==> src/rtl/ifetch_pkg.sv <==
// Shared RV32I fetch types: FSM state encoding, machine word type and the PC increment.
package rv32i_types;

  typedef logic [31:0] rv32i_word;

  typedef enum logic [1:0] {
    IDLE    = 2'd0,
    FETCH   = 2'd1,
    DISCARD = 2'd2,
    HOLD    = 2'd3
  } ifetch_state_t;

  localparam rv32i_word PC_STEP = 32'd4;

  // Masking (rather than slicing) keeps every input bit in use.
  function automatic rv32i_word word_align(input rv32i_word addr);
    return addr & ~32'd3;
  endfunction

endpackage

==> src/rtl/ifetch_pc_reg.sv <==
// Program counter: sync reset to RESET_PC, loads either pc+4 or an aligned redirect target.
module pc_reg
  import rv32i_types::*;
#(
  parameter rv32i_word RESET_PC = 32'h0000_0060
) (
  input  logic        clk,
  input  logic        rst,
  input  logic        load,
  input  logic        sel_redirect,
  input  logic [31:0] redirect_pc,
  output logic [31:0] pc,
  output logic [31:0] pc_next
);

  // pc_next is exposed so the fetch FSM can latch the address it is about to request.
  always_comb begin
    pc_next = pc;
    if (load) begin
      pc_next = sel_redirect ? word_align(redirect_pc) : pc + PC_STEP;
    end
  end

  always_ff @(posedge clk) begin
    if (rst) begin
      pc <= RESET_PC;
    end else begin
      pc <= pc_next;
    end
  end

endmodule

==> src/rtl/ifetch.sv <==
// Instruction fetch unit: issues held word reads, captures the word and hands it to decode
// over valid/ready, dropping wrong-path data across control-flow redirects.
module ifetch
  import rv32i_types::*;
#(
  parameter rv32i_word RESET_PC = 32'h0000_0060
) (
  input  logic        clk,
  input  logic        rst,
  input  logic        redirect,
  input  logic [31:0] redirect_pc,
  output logic        imem_read,
  output logic [31:0] imem_address,
  input  logic [31:0] imem_rdata,
  input  logic        imem_resp,
  output logic        instr_valid,
  input  logic        instr_ready,
  output logic [31:0] instr_data,
  output logic [31:0] instr_pc,
  output logic [31:0] instr_count
);

  ifetch_state_t state, state_next;
  rv32i_word     req_addr;
  rv32i_word     pc, pc_next;
  logic          pc_load, pc_sel_redirect;
  logic          enter_fetch, capture;

  pc_reg #(.RESET_PC(RESET_PC)) u_pc (
    .clk          (clk),
    .rst          (rst),
    .load         (pc_load),
    .sel_redirect (pc_sel_redirect),
    .redirect_pc  (redirect_pc),
    .pc           (pc),
    .pc_next      (pc_next)
  );

  assign imem_read    = (state == FETCH) || (state == DISCARD);
  assign imem_address = req_addr;
  assign instr_valid  = (state == HOLD) && !redirect;
  assign capture      = (state == FETCH) && imem_resp && !redirect;
  // Staying in FETCH while waiting is not an entry; only a completed read re-enters.
  assign enter_fetch  = (state_next == FETCH) && ((state != FETCH) || imem_resp);

  always_comb begin
    state_next      = state;
    pc_load         = 1'b0;
    pc_sel_redirect = 1'b1;
    case (state)
      IDLE: begin
        state_next = FETCH;
        pc_load    = redirect;
      end
      FETCH: begin
        if (imem_resp && !redirect) begin
          pc_load         = 1'b1;
          pc_sel_redirect = 1'b0;
          state_next      = HOLD;
        end else if (redirect) begin
          pc_load    = 1'b1;
          state_next = imem_resp ? FETCH : DISCARD;
        end
      end
      DISCARD: begin
        pc_load = redirect;
        if (imem_resp) state_next = FETCH;
      end
      HOLD: begin
        pc_load = redirect;
        if (redirect || instr_ready) state_next = FETCH;
      end
      default: state_next = IDLE;
    endcase
  end

  always_ff @(posedge clk) begin
    if (rst) begin
      state       <= IDLE;
      req_addr    <= RESET_PC;
      instr_data  <= '0;
      instr_pc    <= '0;
      instr_count <= '0;
    end else begin
      state <= state_next;
      if (enter_fetch) req_addr <= pc_next;
      if (capture) begin
        instr_data <= imem_rdata;
        instr_pc   <= req_addr;
      end
      if (instr_valid && instr_ready) instr_count <= instr_count + 32'd1;
    end
  end

  // pc is only observed through pc_next; keep it referenced for lint.
  logic unused_pc;
  assign unused_pc = ^pc;

endmodule

==> config.mk <==
export PLATFORM = sky130hd
export DESIGN_NAME = ifetch
export DESIGN_NICKNAME = d
export VERILOG_FILES = /design/src/rtl/ifetch_pkg.sv /design/src/rtl/ifetch_pc_reg.sv /design/src/rtl/ifetch.sv
export SDC_FILE = /design/constraint.sdc
export NUM_CORES = 1
export LEC_CHECK = 0
export CAP_MARGIN = 5
export CORE_UTILIZATION = 51
export CTS_CLUSTER_SIZE = 12
export DETAILED_ROUTE_END_ITERATION = 8
export PLACE_DENSITY = 0.94
export SYNTH_ARGS = -nofsm -noshare
export SYNTH_HDL_FRONTEND = slang
export SYNTH_SLANG_ARGS = --single-unit
==> constraint.sdc <==
create_clock -name clk -period 5.22 [get_ports clk]
set_input_delay 1.044 -clock clk [delete_from_list [all_inputs] [get_ports clk]]
set_output_delay 1.044 -clock clk [all_outputs]
set_load 0.005 [all_outputs]
==> impl_metrics.py <==
metrics = {
    "clock_network": {
        "clock_latency_ps": 430,
        "holdBufCountCts": 0,
        "htreeDepth": 4,
        "cts_setup_buffers": 0,
        "clk_path_buf_depth": 2,
        "cts.sinks": 162,
        "tritoncts": "yes",
        "cts_buffers": 17,
        "cts_root_buf": "clkbuf_16",
        "clkTransAtPathRegs_ps": 60,
        "cts-resized-gates": 0,
    },
    "timing": {
        "fin_worst_skew_ps": 8.963,
        "hold_viol": 0,
        "maxSlewHeadroom_pct": 28.78,
        "rsz0062_at_grt": "false",
        "fmax_mhz": 291.9,
        "min_period_ps": 3426,
        "finalSetupTns_ps": 0,
        "timing.final.max_slew_violations": 0,
        "setup_viol": 0,
        "period_share_pct": 65.64,
        "tightest_slew_ps": 1065,
        "holdWs_ps": 451.3,
    },
    "routing": {
        "drt_wl_total_um": 18790,
        "drt_iter0_markers": 548,
        "via_per_inst": 5.617,
        "wl_per_cell_um": 15.62,
        "drtAntennaViolNets": 0,
        "vias": 6757,
        "first_pass_iters": 5,
        "drc_errors": 0,
    },
    "cells_and_area": {
        "syn2layout_area_growth_pct": 38.47,
        "n_fill_cell": 926,
        "num_antenna_cells": 0,
        "fin_nets": 1093,
        "drive_gt1_share_pct": 5.355,
        "final_core_util_pct": 72.14,
    },
    "logic_synthesis": {
        "synthArstFlopShare_pct": 0,
        "avgSynthCellArea_um2": 8.122,
        "synth_cells": 846,
        "ys_types": 57,
        "ys_ff_latch": 162,
        "syn_nets": 923,
        "synth_edf_count": 0,
        "ys_seq_area_share_pct": 47.20,
        "ys_warn_count": 0,
        "syn_area_um2": 6872,
        "synth_ff_type": "dfxtp_1",
    },
    "power": {
        "p_int_mw": 2.289,
        "leakagePower_nw": 3.403,
        "power_frac_seq_pct": 44.9,
        "switching_share_pct": 24.67,
        "combPwrFrac_pct": 13.4,
        "vdd_drop_max_uv": 139.4,
        "power_density_nw_per_um2": 319.3,
        "switchingPower_mw": 0.7493,
        "p_clk_share_pct": 41.6,
    },
    "setup_path": {
        "path_cells": "clkdlybuf4s50_1, and3b_4, buf_4, nand2_1, o22ai_1, nand2_1, o21ai_0, a211oi_1",
        "cp_slowest_stage_delay_ps": 710,
        "cpMaxStageDelayCell": "and3b_4",
        "worstSetupPathType": "in -> reg",
        "crit_path_frequent_cell": "nand2_1",
        "start_kind": "input pin",
        "endpoint_kind": "register",
        "cp_data_required_time_ps": 5480,
        "arrival_ps": 3690,
        "cp_top_family": "buffers and inverters",
        "cp_max_fo": 76,
        "worst-path-buf-inv": 2,
    },
    "floorplanning": {
        "fp.dieArea_um2": 13940,
        "rows": 42,
        "die_x_um": 118.1,
        "start_util_pct": 52.10,
        "core_um2": 13190,
        "dieHeight_um": 118.1,
        "boundaryPins": 199,
    },
    "global_route": {
        "grt.total_usage_pct": 27.29,
        "antenna_found_initial": 0,
        "grt_max_degree": 77,
        "grt_first_pass_wirelength_um": 30660,
        "grt_overflow_total": 0,
        "grt_pass1_vias": 6344,
    },
    "placement": {
        "routabilityCongestion": 0.8887,
        "hpwl_um": 12860,
        "io_buffers": 196,
    },
    "outcome": {
        "run_status": "complete, no violations",
    },
    "hold_path": {
        "min_path_type": "reg -> reg",
    },
    "run": {
        "maxCapViolCount": 0,
    },
}
==> cells by family after synthesis <==
family / share of synthesized area [%]
simple gates: 25.82
compound gates: 16.90
flops: 47.20
buf+inv: 3.751
xor+xnor: 3.569
mux: 1.311
fa+ha+maj: 1.457
==> power groups by stage <==
stage | clock network [mW] | logic (mW) | registers [mW]
final | 1.26 | 0.408 | 1.37
after global routing | 1.34 | 0.443 | 1.37
after CTS | 1.27 | 0.408 | 1.36
after detailed placement | 0 | 0.405 | 1.39
after global placement | 0 | 0.395 | 1.39
after floorplan | 0 | 0.206 | 1.38
==> per-layer routing <==
| layer | part of all wire [%] | global-route usage (%) | wire length [um] |
|---|---|---|---|
| met5 | 0 | 0 | 0 |
| met4 | 2.9 | 12.50 | 550 |
| met3 | 8.4 | 7.655 | 1575 |
| met2 | 49 | 46.32 | 9140 |
| met1 | 40 | 31.80 | 7527 |
==> metrics by stage <==
stage          setup slack, ps  cell area, um^2  power (mW)  cells
3_5_place_dp              1399             8925       1.795   1173
3_3_place_gp              1457             8925       1.783   1173
4_1_cts                   1851             9515       3.046   1203
6_report                  1794             9515       3.038   1203
2_1_floorplan             2626             6872       1.586    846
5_1_grt                   1591             9515       3.158   1203
==> tightest hold or removal path, cell delays in order (launching register included) <==
cell and delay (ps):
dfxtp_1 310, nand2_1 50, a21oi_1 50
==> final timing paths <==
| kind | from | end | slack (ps) | depth (start not counted) |
|---|---|---|---|---|
| min reg2reg | instr_data[9]$_SDFFE_PP0P_ | instr_data[9]$_SDFFE_PP0P_ | 450 | 2 |
| max reg2reg | state[1]$_SDFF_PP0_ | imem_address[26]$_SDFFE_PP0P_ | 2290 | 8 |
| max | redirect | imem_address[11]$_SDFFE_PP0P_ | 1790 | 8 |
| min | instr_data[9]$_SDFFE_PP0P_ | instr_data[9]$_SDFFE_PP0P_ | 450 | 2 |
==> cell type report <==
type | count | area (um^2) | share of cell area [%]
multi-input cells | 619 | 3390 | 35.62
clock inverters | 9 | 130.1 | 1.368
clock buffers | 21 | 460.4 | 4.839
well taps | 176 | 220.2 | 2.314
inverters | 10 | 37.54 | 0.3945
repair buffers | 206 | 2034 | 21.38
flip-flops and latches | 162 | 3243 | 34.08
==> cell usage in the layout, fill, tap and decap left out, types with 7 or more instances in the layout <==
| cell | n |
|---|---|
| a211oi_1 | 8 |
| a21oi_1 | 92 |
| a31oi_1 | 9 |
| and3_1 | 14 |
| buf_4 | 11 |
| clkbuf_16 | 17 |
| clkdlybuf4s50_1 | 195 |
| dfxtp_1 | 162 |
| ha_1 | 8 |
| inv_1 | 10 |
| mux2i_1 | 9 |
| nand2_1 | 168 |
| nand2b_1 | 16 |
| nand3_1 | 25 |
| nand4_1 | 15 |
| nor2_1 | 89 |
| nor2b_1 | 8 |
| nor3_1 | 11 |
| nor3b_1 | 7 |
| o21ai_0 | 17 |
| o22ai_1 | 26 |
| or3_1 | 7 |
| xor2_1 | 23 |
==> synth_stat cells, types with 8 or more instances <==
library cell,count,area (um^2)
nor2b_1,8,50.05
nor2_1,89,334.1
o21ai_0,17,85.08
a211oi_1,8,60.06
mux2i_1,9,90.09
nand4_1,15,93.84
nand2b_1,16,100.1
nor3_1,11,55.05
clkbuf_1,38,142.6
a31oi_1,9,56.30
xor2_1,23,201.4
buf_2,11,55.05
nand2_1,168,630.6
ha_1,8,100.1
and3_1,14,87.58
dfxtp_1,162,3243
o22ai_1,26,162.7
nand3_1,25,125.1
a21oi_1,93,465.5
inv_1,10,37.54
Note: power is estimated with default switching activity, not from simulation.
